File: src/rtl/uart_tx_buffered.sv
// Buffered UART transmitter: a valid/ready FIFO feeds an LSB-first serialiser with
// run-time parity (none/even/odd) and one or two stop bits, frames sent back-to-back.
module uart_tx_buffered #(
    parameter int unsigned DATA_BITS     = 8,
    parameter int unsigned CLK_FREQ      = 50,
    parameter int unsigned BAUD_RATE     = 10,
    parameter int unsigned BAUD_RATE_DIV = CLK_FREQ / BAUD_RATE,
    parameter int unsigned FIFO_DEPTH    = 4
) (
    input  logic                        clk,
    input  logic                        reset_n,
    input  logic [DATA_BITS-1:0]        tx_data_in,
    input  logic                        tx_valid,
    output logic                        tx_ready,
    input  logic [1:0]                  parity_mode,
    input  logic                        stop2,
    output logic                        tx_serial_out,
    output logic                        tx_busy,
    output logic                        tx_done,
    output logic [$clog2(FIFO_DEPTH):0] fifo_count
);
    localparam int unsigned PTR_W  = $clog2(FIFO_DEPTH);
    localparam int unsigned CNT_W  = PTR_W + 1;
    localparam int unsigned BAUD_W = $clog2(BAUD_RATE_DIV);
    localparam int unsigned IDX_W  = $clog2(DATA_BITS);

    typedef enum logic [2:0] {
        S_IDLE   = 3'd0,
        S_START  = 3'd1,
        S_DATA   = 3'd2,
        S_PARITY = 3'd3,
        S_STOP   = 3'd4
    } state_t;

    state_t               state_q, state_d;
    logic [BAUD_W-1:0]    cnt_q, cnt_d;
    logic [IDX_W-1:0]     bit_idx_q, bit_idx_d;
    logic                 stop_idx_q, stop_idx_d;
    logic [DATA_BITS-1:0] shift_q, shift_d;
    logic                 par_en_q, par_en_d;
    logic                 par_bit_q, par_bit_d;
    logic                 stop2_q, stop2_d;
    logic                 serial_q, serial_d;
    logic                 busy_q, busy_d;
    logic                 done_q, done_d;
    logic [PTR_W-1:0]     wr_ptr_q, wr_ptr_d;
    logic [PTR_W-1:0]     rd_ptr_q, rd_ptr_d;
    logic [CNT_W-1:0]     count_q, count_d;
    logic [DATA_BITS-1:0] mem_q [FIFO_DEPTH];
    logic [DATA_BITS-1:0] mem_d [FIFO_DEPTH];

    logic                 fifo_empty, fifo_full, push, pop, load;
    logic                 bit_tick, last_data, last_stop;
    logic [DATA_BITS-1:0] fifo_head;

    assign fifo_empty = (count_q == '0);
    assign fifo_full  = (count_q == CNT_W'(FIFO_DEPTH));
    assign tx_ready   = reset_n && !fifo_full;
    assign push       = tx_valid && tx_ready;
    assign fifo_head  = mem_q[rd_ptr_q];

    assign bit_tick  = (cnt_q == BAUD_W'(BAUD_RATE_DIV - 1));
    assign last_data = (bit_idx_q == IDX_W'(DATA_BITS - 1));
    assign last_stop = (state_q == S_STOP) && bit_tick && (stop_idx_q || !stop2_q);
    // A new frame is taken from idle or on the very edge that ends the previous one.
    assign load      = !fifo_empty && ((state_q == S_IDLE) || last_stop);
    assign pop       = load;

    always_ff @(posedge clk) begin
        if (!reset_n) begin
            state_q    <= S_IDLE;
            cnt_q      <= '0;
            bit_idx_q  <= '0;
            stop_idx_q <= 1'b0;
            shift_q    <= '0;
            par_en_q   <= 1'b0;
            par_bit_q  <= 1'b0;
            stop2_q    <= 1'b0;
            serial_q   <= 1'b1;
            busy_q     <= 1'b0;
            done_q     <= 1'b0;
            wr_ptr_q   <= '0;
            rd_ptr_q   <= '0;
            count_q    <= '0;
        end else begin
            state_q    <= state_d;
            cnt_q      <= cnt_d;
            bit_idx_q  <= bit_idx_d;
            stop_idx_q <= stop_idx_d;
            shift_q    <= shift_d;
            par_en_q   <= par_en_d;
            par_bit_q  <= par_bit_d;
            stop2_q    <= stop2_d;
            serial_q   <= serial_d;
            busy_q     <= busy_d;
            done_q     <= done_d;
            wr_ptr_q   <= wr_ptr_d;
            rd_ptr_q   <= rd_ptr_d;
            count_q    <= count_d;
        end
    end

    // Storage needs no reset: emptiness is tracked by the pointers and count.
    always_ff @(posedge clk) begin
        mem_q <= mem_d;
    end

    always_comb begin
        wr_ptr_d = wr_ptr_q;
        rd_ptr_d = rd_ptr_q;
        count_d  = count_q;
        mem_d    = mem_q;
        if (push) begin
            mem_d[wr_ptr_q] = tx_data_in;
            wr_ptr_d        = wr_ptr_q + PTR_W'(1);
        end
        if (pop) begin
            rd_ptr_d = rd_ptr_q + PTR_W'(1);
        end
        if (push && !pop) begin
            count_d = count_q + CNT_W'(1);
        end else if (pop && !push) begin
            count_d = count_q - CNT_W'(1);
        end
    end

    always_comb begin
        state_d = state_q;
        unique case (state_q)
            S_IDLE:   if (load) state_d = S_START;
            S_START:  if (bit_tick) state_d = S_DATA;
            S_DATA:   if (bit_tick && last_data) state_d = par_en_q ? S_PARITY : S_STOP;
            S_PARITY: if (bit_tick) state_d = S_STOP;
            S_STOP:   if (last_stop) state_d = load ? S_START : S_IDLE;
            default:  state_d = S_IDLE;
        endcase
    end

    always_comb begin
        cnt_d      = (state_q == S_IDLE || bit_tick) ? '0 : cnt_q + BAUD_W'(1);
        bit_idx_d  = bit_idx_q;
        stop_idx_d = stop_idx_q;
        shift_d    = shift_q;
        par_en_d   = par_en_q;
        par_bit_d  = par_bit_q;
        stop2_d    = stop2_q;
        serial_d   = serial_q;
        busy_d     = (state_d != S_IDLE);
        done_d     = last_stop;
        if (load) begin
            shift_d    = fifo_head;
            par_en_d   = (parity_mode == 2'b01) || (parity_mode == 2'b10);
            par_bit_d  = (^fifo_head) ^ (parity_mode == 2'b10);
            stop2_d    = stop2;
            bit_idx_d  = '0;
            stop_idx_d = 1'b0;
            serial_d   = 1'b0;
        end else if (bit_tick) begin
            unique case (state_q)
                S_START: begin
                    serial_d = shift_q[0];
                    shift_d  = shift_q >> 1;
                end
                S_DATA: begin
                    if (last_data) begin
                        serial_d = par_en_q ? par_bit_q : 1'b1;
                    end else begin
                        serial_d  = shift_q[0];
                        shift_d   = shift_q >> 1;
                        bit_idx_d = bit_idx_q + IDX_W'(1);
                    end
                end
                S_PARITY: serial_d = 1'b1;
                S_STOP: begin
                    serial_d   = 1'b1;
                    stop_idx_d = 1'b1;
                end
                default: serial_d = 1'b1;
            endcase
        end
    end

    assign tx_serial_out = serial_q;
    assign tx_busy       = busy_q;
    assign tx_done       = done_q;
    assign fifo_count    = count_q;

endmodule

File: config.mk
export PLATFORM = sky130hd
export DESIGN_NAME = uart_tx_buffered
export DESIGN_NICKNAME = d
export VERILOG_FILES = /design/src/rtl/uart_tx_buffered.sv
export SDC_FILE = /design/constraint.sdc
export NUM_CORES = 1
export LEC_CHECK = 0
export ABC_AREA = 0
export CAP_MARGIN = 0
export CORE_MARGIN = 2
export CORE_UTILIZATION = 40
export DETAILED_ROUTE_END_ITERATION = 10
export DONT_BUFFER_PORTS = 1
export HOLD_SLACK_MARGIN = 0.08
export PLACE_DENSITY = 0.57
export SKIP_LAST_GASP = 1
export SLEW_MARGIN = 20
export SYNTH_ARGS = -nofsm -noshare
export SYNTH_HDL_FRONTEND = slang
export SYNTH_SLANG_ARGS = --single-unit
File: constraint.sdc
create_clock -name clk -period 5.3 [get_ports clk]
set_input_delay 0.53 -clock clk [delete_from_list [all_inputs] [get_ports clk]]
set_output_delay 0.53 -clock clk [all_outputs]
set_load 0.01 [all_outputs]
==> metrics.md <==
| Metric | Value |
|---|---|
| Iteration-0 DRC Markers | `99` |
| Netlist cell types | `42` |
| Worst setup path class | `register to register` |
| All-layer global routing usage | `0.141` |
| Via-per-instance ratio | `5.17` |
| Leak | `0.00111 uW` |
| Switch Pwr | `450 uW` |
| Core area | `6720 um2` |
| Antenna fix cells | `0` |
| Most common cell after layout, fill and taps aside | `edfxtp_1` |
| Routed WL per cell | `15.4 um` |
| Chip width | `87.1 um` |
| Post-Syn Nets | `241` |
| Fillers | `609` |
| Worst Hold Class | `primary input to register` |
| Number of synthesized flops with an enable pin | `32` |
| Reg power frac | `0.429` |
| Startpoint Class | `register` |
| Mux cell area share after synthesis | `0.0816` |
| Pwr Density | `505 nW/um2` |
| Clock Path Buffers | `2` |
| Fmax | `331 MHz` |
| DRC viols | `0` |
| Gate power share | `0.235` |
| Mapped cell area | `2760 um2` |
| Area delta synth->final | `10.7%` |
| Global placement routability congestion | `0.693` |
| Via count | `1555` |
| R2R Setup Slk | `2.28 ns` |
| Nets | `241` |
| Xor/xnor cell area share of the yosys netlist | `0.0490` |
| Initial antenna violation count | `0` |
| Critical Path Sink Type | `register` |
| Sw frac | `0.292` |
| Placed cells | `285` |
| CTS Hold Bufs | `0` |
| Period minus WS final | `3.02 ns` |
| Initial DRT Pass Iterations | `4` |
| Worst-skew pair later-pin latency | `0.34 ns` |
| Status | `complete, no violations` |
| Share of layout cells above drive strength 1 | `0.104` |
| Post-Route Skew | `0.0104 ns` |
| Fin crit share | `0.570` |
| Post-Synth Adder-Cell Area | `0.0526` |
| Slew margin rel. | `0.477` |
| Initial cell density of the core | `0.411` |
| Sequential element share of the synthesized area | `0.573` |
| CTS sink cnt | `63` |
| Avg Inst Size Synth | `12.8 um2` |
| Max-Cap Viols | `0` |
| Synthesized instance count | `216` |
| # setup viols final | `0` |
| Synth warn | `0` |
| Post_cts resized | `0` |
| Overflow after GRT | `0` |
| Main combinational cell family by area after synthesis | `simple AND/OR/NAND/NOR gates` |
| Root Driver | `clkbuf_8` |
| Routed Antenna Nets | `0` |
| Hold Vio Cnt, Final | `0` |
| Most frequent cells in the layout | `32 x edfxtp_1, 31 x dfxtp_1, 16 x nand2_1` |
| Simple-Gate Fraction of Synth Area | `0.111` |
| Largest net degree at the start of global routing | `30` |
| CTS tree | `done` |
| Die area | `7580 um2` |
| Num CTS Buffers | `9` |
| Total Routed Length | `4.64 mm` |
| Final hold slack | `0.281 ns` |
| Clock share of power | `0.336` |
| Number of synthesized register bits | `63` |
| CP Data Arrival Time | `3.29 ns` |
| P_int | `1090 uW` |
| Final Max Slew Viols | `0` |
| Asr flop ratio synth | `0` |
| Setup TNS Final | `0 ns` |
| Unrepaired setup endpoints after global routing | `no` |
| Number of port buffers | `0` |
| Slew @ Worst Pin | `0.778 ns` |
| Row cnt | `30` |
| Clk slew on worst S/H paths | `0.08 ns` |
| Top_reg_cell synth | `edfxtp_1` |
| Vias in the first global route | `1587` |
| Worst-path fanout max | `15` |
| Setup bufs post-CTS | `0` |
| Htree depth | `3` |
| IO Pins | `21` |
| HPWL Detailed | `3.10 mm` |
| Post-synthesis compound-gate area fraction | `0.102` |
| Worst path required time | `5.56 ns` |
| Worst VDD drop | `217 uV` |
| Die Span Y | `87.1 um` |
| Layout Cells excl Fill | `301` |
| First-pass GRT wire length | `7.82 mm` |
metal layers:
metal / up-vias / GRT usage / wire (um)
li1: 781 / - / -
met1: 742 / 0.181 / 2210
met2: 24 / 0.204 / 2110
met3: 8 / 0.0569 / 207
met4: 0 / 0.0724 / 108
met5: - / 0 / 0
stage by stage:
stage                     power, uW  setup WS (ns)   util  instance area [um2]
after global routing           1640           1.96  0.455                 3050
after detailed placement       1040           2.27  0.417                 2800
after CTS                      1560           2.25  0.455                 3050
after global placement         1040           2.40  0.417                 2800
final                          1540           2.28  0.455                 3050
after floorplan                 980           2.65      -                 2760
registers in the layout, summed over array words and instances (netlist names), 2 cells and up:
name	cells
bit_idx_q	3
shift_q	8
mem_q	32
state_q	3
fifo_count	3
wr_ptr_q	2
cnt_q	3
rd_ptr_q	2
layout make-up:
type | count | area [um2] | area share
clock inverter | 7 | 128 | 0.0418
tap | 80 | 100 | 0.0328
sequential | 63 | 1580 | 0.518
clock buffer | 9 | 124 | 0.0406
multi-input combinational | 134 | 1090 | 0.357
inverter | 8 | 30.0 | 0.00983
power by group through the flow:
stage / combinational [uW] / clock [uW] / sequential [uW]
after floorplan: 346 / 0 / 634
after global placement: 363 / 0 / 674
after detailed placement: 367 / 0 / 674
after CTS: 369 / 532 / 663
after global routing: 411 / 554 / 676
final: 362 / 518 / 660
cells in the mapped netlist, types with 2 or more instances:
cell / instances / share of area
o31a_1: 2 / 0.0063
a21oi_1: 4 / 0.0073
a22oi_1: 8 / 0.022
nand4b_1: 2 / 0.0063
and2_1: 7 / 0.016
dfxtp_1: 31 / 0.22
mux4_1: 4 / 0.038
clkbuf_1: 5 / 0.0068
nand3_1: 3 / 0.0054
xnor2_1: 7 / 0.022
inv_1: 8 / 0.011
mux2i_1: 3 / 0.011
buf_2: 4 / 0.0073
mux4_2: 4 / 0.033
nand2_1: 16 / 0.022
edfxtp_1: 32 / 0.35
xor2_1: 4 / 0.013
and3_1: 4 / 0.0091
or3_1: 2 / 0.0045
nor2_1: 15 / 0.020
ha_1: 10 / 0.045
o21ai_0: 8 / 0.015
nor2b_1: 4 / 0.0091
a21boi_0: 10 / 0.027
nor3b_1: 2 / 0.0054
cells by family (layout without fill, tap and decap cells):
| logic type | after synthesis | after routing |
|---|---|---|
| compound gates | 39 | 39 |
| xor+xnor | 13 | 13 |
| fa+ha+maj | 11 | 11 |
| buf+inv | 19 | 24 |
| flops | 63 | 63 |
| mux | 11 | 11 |
| simple gates | 60 | 60 |
path summary, 6_finish.rpt:
check	start	end	cells past startpoint
worst max-delay path	cnt_q[0]	fifo_count[2]	12
worst min-delay path	tx_data_in[7]	mem_q[23]	0
worst max register to register	cnt_q[0]	fifo_count[2]	12
worst min register to register	cnt_q[0]	cnt_q[0]	1
worst max-delay path, cell delays in order, from the launching register on:
cell and delay [ns]:
dfxtp_1 0.35, inv_1 0.05, ha_1 0.20, nand2_1 0.23, o21ai_0 0.23, and2_1 0.39
inv_1 0.23, ha_1 0.21, inv_1 0.06, fa_1 0.37, xor2_1 0.17, or3_1 0.30
a21boi_0 0.15
Power figures use the tool's default switching activity.
